File: src/rtl/vedic_mac_pkg.sv
// Shared types and default widths for the vedic multiply-accumulate stage.
package vedic_mac_pkg;

    typedef enum logic [1:0] {
        IDLE  = 2'd0,
        RUN   = 2'd1,
        DRAIN = 2'd2,
        DONE  = 2'd3
    } mac_state_t;

    localparam int DEF_WIDTH     = 8;
    localparam int DEF_LEN_WIDTH = 8;
    localparam int DEF_ACC_WIDTH = 2 * DEF_WIDTH + 8;

endpackage

File: src/rtl/vedic_mult.sv
// Combinational unsigned Vedic (Urdhva Tiryagbhyam) multiplier, built recursively
// from 2x2 blocks; WIDTH must be a power of two and at least 2.
module vedic_mult #(
    parameter int WIDTH = 8
) (
    input  logic [WIDTH-1:0]   a,
    input  logic [WIDTH-1:0]   b,
    output logic [2*WIDTH-1:0] p
);

    generate
        if (WIDTH == 2) begin : g_base
            logic cross_s;
            logic cross_c_s;
            logic hi_s;

            assign cross_s   = (a[1] & b[0]) ^ (a[0] & b[1]);
            assign cross_c_s = (a[1] & b[0]) & (a[0] & b[1]);
            assign hi_s      = a[1] & b[1];
            assign p         = {hi_s & cross_c_s, hi_s ^ cross_c_s, cross_s, a[0] & b[0]};
        end else begin : g_rec
            localparam int H = WIDTH / 2;
            logic [WIDTH-1:0] ll_s;
            logic [WIDTH-1:0] lh_s;
            logic [WIDTH-1:0] hl_s;
            logic [WIDTH-1:0] hh_s;

            vedic_mult #(.WIDTH(H)) u_ll (.a(a[H-1:0]),     .b(b[H-1:0]),     .p(ll_s));
            vedic_mult #(.WIDTH(H)) u_lh (.a(a[H-1:0]),     .b(b[WIDTH-1:H]), .p(lh_s));
            vedic_mult #(.WIDTH(H)) u_hl (.a(a[WIDTH-1:H]), .b(b[H-1:0]),     .p(hl_s));
            vedic_mult #(.WIDTH(H)) u_hh (.a(a[WIDTH-1:H]), .b(b[WIDTH-1:H]), .p(hh_s));

            // Cross terms land at bit H of the full-width product.
            assign p = {hh_s, ll_s}
                     + {{H{1'b0}}, lh_s, {H{1'b0}}}
                     + {{H{1'b0}}, hl_s, {H{1'b0}}};
        end
    endgenerate

endmodule

File: src/rtl/vedic_mac_seq.sv
// Sequential multiply-accumulate (dot-product) engine around one vedic_mult.
// Optional feature: define VEDIC_MAC_SAT_EN to saturate the accumulator instead of wrapping.
module vedic_mac_seq
    import vedic_mac_pkg::*;
#(
    parameter int WIDTH     = DEF_WIDTH,
    parameter int ACC_WIDTH = 2 * WIDTH + 8,
    parameter int LEN_WIDTH = DEF_LEN_WIDTH
) (
    input  logic                 clk,
    input  logic                 rst,
    input  logic                 start,
    input  logic [LEN_WIDTH-1:0] len,
    input  logic                 in_valid,
    output logic                 in_ready,
    input  logic [WIDTH-1:0]     a,
    input  logic [WIDTH-1:0]     b,
    output logic                 out_valid,
    input  logic                 out_ready,
    output logic [ACC_WIDTH-1:0] acc_out,
    output logic                 overflow,
    output logic                 busy
);

    localparam logic [LEN_WIDTH-1:0] CNT_ONE = {{(LEN_WIDTH-1){1'b0}}, 1'b1};

    mac_state_t           state_r;
    mac_state_t           state_next_s;
    logic [LEN_WIDTH-1:0] len_r;
    logic [LEN_WIDTH-1:0] cnt_r;
    logic [LEN_WIDTH-1:0] cnt_inc_s;
    logic [WIDTH-1:0]     op_a_r;
    logic [WIDTH-1:0]     op_b_r;
    logic                 pv_r;
    logic [ACC_WIDTH-1:0] acc_r;
    logic                 ovf_r;
    logic                 in_ready_r;
    logic                 out_valid_r;
    logic                 busy_r;
    logic [2*WIDTH-1:0]   prod_s;
    logic [ACC_WIDTH:0]   sum_s;
    logic [ACC_WIDTH-1:0] acc_add_s;
    logic                 accept_s;
    logic                 job_clear_s;

    vedic_mult #(.WIDTH(WIDTH)) u_mult (
        .a (op_a_r),
        .b (op_b_r),
        .p (prod_s)
    );

    assign accept_s  = in_valid & in_ready_r;
    assign cnt_inc_s = cnt_r + CNT_ONE;

    // Next-state decode and job-start strobe.
    always_comb begin
        state_next_s = state_r;
        job_clear_s  = 1'b0;
        case (state_r)
            IDLE: begin
                if (start) begin
                    job_clear_s  = 1'b1;
                    state_next_s = (len == {LEN_WIDTH{1'b0}}) ? DONE : RUN;
                end else begin
                    state_next_s = IDLE;
                end
            end
            RUN: begin
                if (accept_s && (cnt_inc_s == len_r)) begin
                    state_next_s = DRAIN;
                end else begin
                    state_next_s = RUN;
                end
            end
            DRAIN: state_next_s = DONE;
            DONE: begin
                if (out_ready) begin
                    state_next_s = IDLE;
                end else begin
                    state_next_s = DONE;
                end
            end
            default: state_next_s = IDLE;
        endcase
    end

    // Accumulator adder with the carry kept as an extra top bit.
    always_comb begin
        sum_s = {1'b0, acc_r} + {{(ACC_WIDTH - 2*WIDTH + 1){1'b0}}, prod_s};
`ifdef VEDIC_MAC_SAT_EN
        if (sum_s[ACC_WIDTH]) begin
            acc_add_s = {ACC_WIDTH{1'b1}};
        end else begin
            acc_add_s = sum_s[ACC_WIDTH-1:0];
        end
`else
        acc_add_s = sum_s[ACC_WIDTH-1:0];
`endif
    end

    // State register.
    always_ff @(posedge clk) begin
        if (rst) begin
            state_r <= IDLE;
        end else begin
            state_r <= state_next_s;
        end
    end

    // Datapath registers and registered handshake/status outputs.
    always_ff @(posedge clk) begin
        if (rst) begin
            len_r       <= {LEN_WIDTH{1'b0}};
            cnt_r       <= {LEN_WIDTH{1'b0}};
            op_a_r      <= {WIDTH{1'b0}};
            op_b_r      <= {WIDTH{1'b0}};
            pv_r        <= 1'b0;
            acc_r       <= {ACC_WIDTH{1'b0}};
            ovf_r       <= 1'b0;
            in_ready_r  <= 1'b0;
            out_valid_r <= 1'b0;
            busy_r      <= 1'b0;
        end else begin
            if (job_clear_s) begin
                len_r <= len;
                cnt_r <= {LEN_WIDTH{1'b0}};
                pv_r  <= 1'b0;
                acc_r <= {ACC_WIDTH{1'b0}};
                ovf_r <= 1'b0;
            end else begin
                if (accept_s) begin
                    op_a_r <= a;
                    op_b_r <= b;
                    cnt_r  <= cnt_inc_s;
                end
                pv_r <= accept_s;
                // The product of the beat registered last cycle is summed now.
                if (pv_r) begin
                    acc_r <= acc_add_s;
                    ovf_r <= ovf_r | sum_s[ACC_WIDTH];
                end
            end
            in_ready_r  <= (state_next_s == RUN);
            out_valid_r <= (state_next_s == DONE);
            busy_r      <= (state_next_s != IDLE);
        end
    end

    assign in_ready  = in_ready_r;
    assign out_valid = out_valid_r;
    assign busy      = busy_r;
    assign acc_out   = acc_r;
    assign overflow  = ovf_r;

endmodule

File: config.mk
export PLATFORM = sky130hd
export DESIGN_NAME = vedic_mac_seq
export DESIGN_NICKNAME = d
export VERILOG_FILES = /design/src/rtl/vedic_mac_pkg.sv /design/src/rtl/vedic_mult.sv /design/src/rtl/vedic_mac_seq.sv
export SDC_FILE = /design/constraint.sdc
export NUM_CORES = 1
export LEC_CHECK = 0
export BUFFER_PORTS_ARGS = -buffer_cell sky130_fd_sc_hd__buf_2
export CORE_ASPECT_RATIO = 1.25
export CORE_MARGIN = 1
export CORE_UTILIZATION = 25
export CTS_BUF_LIST = sky130_fd_sc_hd__clkbuf_4 sky130_fd_sc_hd__clkbuf_8
export DETAILED_ROUTE_END_ITERATION = 10
export GPL_ROUTABILITY_DRIVEN = 0
export SYNTH_ARGS = -nofsm -noshare
export SYNTH_HDL_FRONTEND = slang
export SYNTH_SLANG_ARGS = --single-unit
File: constraint.sdc
create_clock -name clk -period 8.7 [get_ports clk]
set_input_delay 1.305 -clock clk [delete_from_list [all_inputs] [get_ports clk]]
set_output_delay 1.305 -clock clk [all_outputs]
set_load 0.05 [all_outputs]
==> reports/qor.yml, run 1 <==
syn_area_per_cell_um2: 8.316
drc: 0
yosys-top-cells-count: "78 x inv_1, 75 x ha_1, 74 x nand2_1"
fin_tns_setup_ns: 0
hold_class: "reg -> reg"
cp-startpoint: "op_a_r[0]"
clock_latency_ns: 0.37
yosysMostFrequentCell: "inv_1"
synth_top_cell_area_share: 0.2118
required_ns: 9.01
yosysSeqAreaShare: 0.2118
final_nets: 894
cts-root-buf: "clkbuf_8"
synth_flop_cell: "dfxtp_1"
clkTransAtPathRegs_ns: 0.07
post_cts_buffers: 0
core_um2: 23190
status: "completed"
ys_types: 60
wl_per_cell_um: 13.53
finalSetupViolCount: 0
synth-edff-count: 0
synth_largest_area_cell: "dfxtp_1"
crit_fanout: 9
worst_pin_slew_ns: 1.128
dieHeight_um: 174.5
hold_viol_final: 0
synthArstFlopShare: 0
antenna_found_initial: 0
slew_violations: 0
start_kind: "flop"
fp.dieArea_um2: 24440
synthCells: 716
ys_top_cells_by_area: "dfxtp_1 21%, ha_1 16%, fa_1 10%"
cts_buffers: 9
drv_cap: 0
synth_seq_cells: 63
end_kind: "flop"
grt_pass1_vias: 4909
antenna_cells: 0
fin_crit_ns: 6.350
cts_buffer_depth: 2
ant_nets: 0
initial_core_util: 0.2567
p_per_area_nw_per_um2: 97.04
ctsHoldBuffers: 0
grt_max_degree: 32
syn-cell-area_um2: 5954
io_pins: 57
h-tree-depth: 3
cts_resized: 0
vias: 4977
grt_pass1_wl_um: 23640
power_mw: 0.6462
holdPathStages: 2
synth_warnings: 0
syn_nets: 850
port_buffers: 56
row_count: 62
dp_hpwl_um: 11380
max_freq_ghz: 0.1575
rsz0062_at_grt: "no"
area_delta_synth_final_pct: 11.83
fin_skew_ns: 0.01267
drive_gt1_frac: 0.1137
nFillCells: 2515
fin_crit_sh: 0.7299
cts_tree: "done"
path_class: "reg -> reg"
hold_start: "overflow"
dr.pass1.iters: 5
die_x_um: 140.0
power.leakage_nw: 3.278
overflow: 0
cp.arrival_ns: 6.66
avgViaCountPerCell: 4.726
r2r_cells: 25
timing.rr.start: "op_a_r[0]"
slew-limit-headroom: 0.2444
grtUsageTotal: 0.1217
routed_wl_um: 14240
ir_drop_mv: 0.06906
drt_iter0_markers: 226
clock_sinks: 63
layer usage:
layer	track usage	part of all wire	wire length (µm)
met4	0.03892	0.017	244
met3	0.02314	0.033	475
met5	0	0	0
met1	0.1477	0.46	6619
met2	0.2144	0.48	6903
cells by family (layout without fill, tap and decap cells):
family,Yosys count,count (layout),synth area share
AOI/OAI and AO/OA,144,144,0.1538
xor gates and xnor gates,38,38,0.05589
adders and majority gates,105,105,0.2585
buffers and inverters,103,152,0.07817
DFF,63,63,0.2118
muxes,18,18,0.03026
and+or+nand+nor,245,245,0.2116
report_power, final:
group / switching, mW / total (mW) / leakage [nW] / internal [mW]
clock network: 0.118 / 0.288 / 0.115 / 0.170
logic: 0.0328 / 0.0529 / 2.65 / 0.0201
registers: 0.00989 / 0.305 / 0.511 / 0.295
worst max-delay path, cell delays in order, from the launching register on:
cell and delay (ns):
dfxtp_1 0.38, and2_1 0.19, ha_1 0.18, ha_1 0.27
inv_1 0.05, fa_1 0.59, inv_1 0.06, ha_1 0.28
a21o_1 0.17, a21oi_1 0.19, xnor2_1 0.16, fa_1 0.49
fa_1 0.49, a211oi_1 0.25, nor2_1 0.10, or4_1 0.40
a31oi_1 0.25, nor2_1 0.09, xnor2_1 0.21, ha_1 0.35
and2_1 0.20, a221oi_1 0.35, inv_1 0.14, a311oi_1 0.29
a41oi_1 0.07, nand2_1 0.10
sequential cells by signal, summed over array words and instances, names as in the netlist:
register / count
overflow: 1
op_b_r: 8
pv_r: 1
op_a_r: 8
busy: 1
state_r: 2
cnt_r: 8
len_r: 8
acc_out: 24
out_valid: 1
in_ready: 1
layout by cell type, fill, tap and decap left out, drive strengths merged, types with 5 or more instances in the layout:
| master | count |
|---|---|
| mux2i | 18 |
| xnor2 | 27 |
| nand3 | 21 |
| o21ai | 24 |
| dfxtp | 63 |
| buf | 58 |
| fa | 30 |
| nand2 | 74 |
| and4 | 5 |
| a21oi | 55 |
| clkbuf | 12 |
| inv | 78 |
| nand4 | 8 |
| a211oi | 6 |
| nor3 | 8 |
| and3 | 5 |
| nand2b | 5 |
| a21o | 17 |
| or3 | 12 |
| and2 | 52 |
| nor2 | 39 |
| ha | 75 |
| xor2 | 11 |
| a31oi | 10 |
final cells by class:
class / instances / area (µm²) / area share
multi-input cells: 550 / 4233 / 0.6357
repair buffers: 58 / 295.3 / 0.04434
well taps: 288 / 360.3 / 0.05412
clock inverters: 4 / 70.07 / 0.01052
inverters: 78 / 292.8 / 0.04397
flip-flops and latches: 63 / 1261 / 0.1894
clock buffers: 12 / 146.4 / 0.02198
path summary, 6_finish.rpt:
check | to | slack (ns)
min | overflow | 0.47
max reg2reg | acc_out[21] | 2.35
max | acc_out[21] | 2.35
min reg2reg | overflow | 0.47
per-stage QoR:
| stage | utilization | hold slack, ns | instances | setup slack (ns) | instance area, µm² |
|---|---|---|---|---|---|
| floorplan | - | 0.4599 | 716 | 2.572 | 5954 |
| global placement | 0.2778 | 0.4586 | 1037 | 2.475 | 6442 |
| detailed placement | 0.2778 | 0.4583 | 1037 | 2.364 | 6442 |
| CTS | 0.2871 | 0.4764 | 1053 | 2.370 | 6659 |
| global route | 0.2871 | 0.5180 | 1053 | 1.936 | 6659 |
| finish | 0.2871 | 0.4671 | 1053 | 2.350 | 6659 |
Note: power is estimated with default switching activity, not from simulation.
==> inputs of run 2 (changes only) <==
Clock period 8.7 ns to 5.3 ns, I/O delays scaled along.
==> run 2 against run 1 <==
  * The run now ends with setup timing left
  * Die area unchanged
  * Critical path depth did not move
  * Non-clock buffer count increased by 81
  * Power rose by 74%
  * Setup slack worse by 2.8 ns
  * Global-route usage is 1.2 points higher
  * Via count increased by 7.1%
  * Clock skew is 0.0048 ns lower
  * Sequential share of layout area down 2.8 points
  * Critical endpoint is now acc_out[18]
==> reports/qor.yml, run 2 (synthesis results as in run 1) <==
critPathBufInv: 3
fp.dieArea_um2: 24440
end_kind: "flop"
initial_core_util: 0.2567
cts_buffers: 9
fin_crit_ns: 5.737
intPower_mw: 0.8510
drc: 0
grtUsageTotal: 0.1333
io_pins: 57
clock_latency_ns: 0.36
slew-limit-headroom: 0.2082
clockPowerShare: 0.463
final_util: 0.3398
slowest_stage: "fa_1"
grt_pass1_wl_um: 26100
power.leakage_nw: 3.811
dr.pass1.iters: 4
worst_pin_slew_ns: 1.183
p_comb_frac: 0.098
dp_hpwl_um: 12090
largest_reg_flops: 24
grt_pass1_vias: 5422
crit_fanout: 5
p_per_area_nw_per_um2: 143.0
switching_share: 0.2451
h-tree-depth: 3
critPathTopFamily: "adder cells"
required_ns: 5.59
path_class: "reg -> reg"
fin_tns_setup_ns: -4.394
fin_skew_ns: 0.007847
max_freq_ghz: 0.1743
cp_common_cell: "ha_4"
globalRouteMet3Util: 0.02562
final_common_cell: "buf_4"
fin_area_um2: 7881
core_um2: 23190
ir_drop_mv: 0.1427
wl_per_cell_um: 13.84
port_buffers: 56
cp_slowest_stage_delay_ns: 0.55
antenna_found_initial: 0
cts_tree: "done"
hold_viol_final: 0
status: "finished, violations left"
cp.arrival_ns: 6.03
clock_sinks: 63
hold_class: "reg -> reg"
clkTransAtPathRegs_ns: 0.08
violations: "setup timing"
dpl-instance-area_um2: 7028
start_kind: "flop"
row_count: 62
layout_common_cells: "76 x buf_4, 74 x inv_1, 71 x nand2_1"
drive_gt1_frac: 0.3026
vias: 5331
cts_buffer_depth: 2
dieHeight_um: 174.5
gr-usage-met2: 0.2406
routed_wl_um: 15690
rsz0062_at_grt: "yes"
met1_usage: 0.1548
nFillCells: 2413
top_usage_layer: "met2"
ant_nets: 0
avgViaCountPerCell: 4.701
fin_crit_sh: 1.082
antenna_cells: 0
seqPwrFrac: 0.439
die_x_um: 140.0
drv_cap: 0
slew_violations: 0
ctsHoldBuffers: 0
final_nets: 975
overflow: 0
finalSetupViolCount: 14
grt_max_degree: 32
drt_iter0_markers: 174
area_delta_synth_final_pct: 32.36
cts-root-buf: "clkbuf_8"
setup_ws_ns: -0.4371
p_sw_mw: 0.2762
-- run 2: worst reg2reg max path: stages (launching register included) --
cell and delay (ns):
dfxtp_4 0.36, and2_4 0.16, ha_4 0.16, ha_4 0.15, fa_1 0.56, ha_4 0.15
inv_2 0.04, fa_2 0.39, xor2_1 0.17, fa_1 0.51, inv_1 0.04, ha_2 0.18
fa_2 0.40, a211oi_2 0.18, nor2_1 0.07, or4_4 0.44, a31oi_4 0.19, buf_6 0.13
xnor2_2 0.09, ha_4 0.38, nand2_4 0.08, nor2_4 0.10, o21ai_0 0.10, o31a_1 0.16
or3_4 0.39, a21oi_2 0.11
-- run 2: through the flow --
stage	hold WS [ns]	setup WS, ns	power (mW)	instances
6_report	0.4896	-0.4371	1.127	1134
5_1_grt	0.5032	-0.6517	1.174	1134
4_1_cts	0.4899	-0.3778	1.140	1124
3_5_place_dp	0.4787	-0.6343	0.6118	1100
3_3_place_gp	0.4684	-0.5888	0.6103	1100
2_1_floorplan	0.4599	-0.4848	0.5701	716
-- run 2: worst paths after layout --
kind                 end  slack (ns)  startpoint  cells after the start
max          acc_out[18]       -0.44   op_a_r[1]                     25
min reg2reg    op_b_r[1]        0.49   op_b_r[1]                      2
min            op_b_r[1]        0.49   op_b_r[1]                      2
max reg2reg  acc_out[18]       -0.44   op_a_r[1]                     25
-- run 2: cell type report --
cell class | instances | area [µm²] | area share
tap | 288 | 360.3 | 0.04572
clock buffer | 14 | 186.4 | 0.02365
inverter | 78 | 292.8 | 0.03715
sequential | 63 | 1269 | 0.1610
timing repair buffer | 139 | 929.6 | 0.1180
clock inverter | 2 | 60.06 | 0.007620
multi-input combinational | 550 | 4783 | 0.6069
-- run 2: power groups by stage --
stage               Sequential [mW]  Clock, mW  Combinational [mW]
floorplan                     0.510          0              0.0605
detailed placement            0.506          0               0.106
global route                  0.496      0.556               0.122
CTS                           0.495      0.535               0.110
global placement              0.505          0               0.105
finish                        0.495      0.522               0.110
-- run 2: per-layer routing --
metal,part of all wire,routed length [µm]
met5,0,0
met3,0.028,444
met2,0.51,8026
met1,0.44,6877
met4,0.022,344
-- run 2: repair_timing --
action                                  CTS  global route
gates resized for setup                  66            28
setup buffers                             9            10
endpoints found under the setup margin   14            16
pin swaps                                47            34
==> inputs of run 3 (changes only) <==
Settings changed: GPL_TIMING_DRIVEN from default to 0, RECOVER_POWER from default to 100.
==> run 3 against run 2 <==
  * The flow still finishes with violations (setup timing)
  * Combinational power down 6%
  * Global-route usage down 0.43 points
  * First-iteration DRC count up 44%
  * Worst hold slack better by 0.011 ns
  * Non-clock buffer count down 34
  * Clock skew up 0.0050 ns
  * Sequential cell count unchanged
  * Register-to-register slack about the same
  * Largest power group is now registers
==> reports/qor.yml, run 3 (synthesis results as in run 1) <==
status: "finished, violations left"
violations: "setup timing"
h-tree-depth: 3
cts_tree: "done"
slew-limit-headroom: 0.5313
fin_skew_ns: 0.01282
antenna_cells: 0
grtUsageTotal: 0.1290
max_freq_ghz: 0.1739
drv_cap: 0
ant_nets: 0
p_sw_mw: 0.2774
clockPowerShare: 0.433
worst_pin_slew_ns: 0.7031
fin_crit_ns: 5.752
power.leakage_nw: 3.403
r2r_cells: 23
drive_gt1_frac: 0.2352
worstPathCellList: "and2_4 > ha_4 > ha_4 > inv_2 > fa_1 > buf_4 > fa_2 > xor2_2 > fa_1 > inv_2 > ha_4 > fa_2 > a211oi_2 > nor2_2 > or4_4 > a31oi_4 > xnor2_2 > ha_1 > buf_8 > nand3_4 > o31a_1 > or3_1 > a21oi_2"
dp_hpwl_um: 11850
timing.rr.start: "op_a_r[0]"
nFillCells: 2422
timing.hold.ws_ns: 0.5011
cts_buffers: 9
initial_core_util: 0.2567
row_count: 62
slew_violations: 0
worstReg2RegEnd: "acc_out[22]"
die_x_um: 140.0
fp.dieArea_um2: 24440
hold_viol_final: 0
clock_latency_ns: 0.36
grt_pass1_wl_um: 25110
clock_sinks: 63
start_kind: "flop"
overflow: 0
p_per_area_nw_per_um2: 141.2
p_comb_frac: 0.097
dp_slack_ns: -1.030
cts-root-buf: "clkbuf_8"
routed_wl_um: 15400
io_pins: 57
hold_start: "cnt_r[1]"
avgViaCountPerCell: 4.692
final_common_cell: "nand2_1"
area_delta_synth_final_pct: 26.14
dieHeight_um: 174.5
grt_max_degree: 11
wl_per_cell_um: 14.00
cts_buffer_depth: 2
drc: 0
layout_common_cells: "72 x nand2_1, 70 x inv_1, 62 x ha_1"
fin_crit_sh: 1.085
ir_drop_mv: 0.1887
drt_iter0_markers: 250
port_buffers: 56
setup_ws_ns: -0.4518
vias: 5161
antenna_found_initial: 0
end_kind: "flop"
cp.arrival_ns: 6.04
seqPwrFrac: 0.470
grt_pass1_vias: 5046
crit_fanout: 6
rsz0062_at_grt: "yes"
final_nets: 941
largest_reg_flops: 24
cp-startpoint: "op_a_r[0]"
worstHoldEndpoint: "cnt_r[1]"
dr.pass1.iters: 4
reg2reg_slack_ns: -0.45
path_class: "reg -> reg"
switching_share: 0.2615
slowest_stage: "fa_1"
core_um2: 23190
finalSetupViolCount: 13
cp_common_cell: "ha_4"
hold_class: "reg -> reg"
cp_slowest_stage_delay_ns: 0.52
holdPathStages: 2
intPower_mw: 0.7833
required_ns: 5.59
clkTransAtPathRegs_ns: 0.07
[run 3: cell types whose count changed in the layout (fill, tap and decap cells not counted), sizes merged]
cell and delta:
clkbuf +45, clkinv +2, buf -80, bufinv -1
[run 3: stage by stage]
stage               instances  utilization  power [mW]  setup TNS [ns]  cell area (µm²)
detailed placement       1060       0.2898      0.6087          -10.83             6723
floorplan                 716            -      0.5701          -4.119             6082
global route             1100       0.3238       1.108          -7.948             7511
global placement         1060       0.2898      0.6076          -10.70             6723
finish                   1100       0.3238       1.061          -4.454             7511
CTS                      1094       0.3164       1.076          -5.327             7340
[run 3: how the worst max path moves through the flow]
stage	end	cells past startpoint	slack, ns
after global routing	acc_out[21]	23	-0.70
after detailed placement	overflow	25	-1.03
after floorplan	acc_out[21]	26	-0.48
after global placement	overflow	25	-1.02
final	acc_out[22]	23	-0.45
after CTS	acc_out[21]	26	-0.54
[run 3: routing by layer]
metal  vias to the layer above  GRT usage  part of all wire
met2                        92     0.2206              0.49
met3                        29    0.01818             0.026
met4                         0    0.06090             0.031
met1                      2391     0.1586              0.46
li1                       2649          -                 -
met5                         -          0                 0
[run 3: area by class of cell]
| class | count | area (µm²) | area share |
|---|---|---|---|
| clock buffer | 13 | 172.7 | 0.02299 |
| clock inverter | 3 | 40.04 | 0.005331 |
| multi-input combinational | 550 | 4768 | 0.6348 |
| sequential | 63 | 1290 | 0.1717 |
| timing repair buffer | 85 | 470.5 | 0.06264 |
| inverter | 78 | 292.8 | 0.03898 |
| buffer | 20 | 116.4 | 0.01549 |
| tap | 288 | 360.3 | 0.04798 |
[run 3: what timing repair did]
item | in CTS | in global routing
setup buffers | 21 | 8
pin swaps | 45 | 31
cloned | 0 | 0
hold buffers | 0 | 0
setup endpoints to repair | 14 | 16
resized for setup | 57 | 52
[run 3: power by group through the flow]
stage / Combinational, mW / Clock (mW) / Sequential [mW]
6_report: 0.103 / 0.459 / 0.499
5_1_grt: 0.113 / 0.494 / 0.501
4_1_cts: 0.102 / 0.473 / 0.500
3_5_place_dp: 0.0987 / 0 / 0.510
3_3_place_gp: 0.0977 / 0 / 0.510
2_1_floorplan: 0.0605 / 0 / 0.510
[run 3: critical path, delay by kind of cell, from the launching register on]
family                     cells  cell delay, ns
AOI/OAI and AO/OA              4            0.93
xor gates and xnor gates       2            0.29
adders and majority gates      8            2.62
buffers and inverters          4            0.38
DFF                            1            0.37
and+or+nand+nor                5            1.11
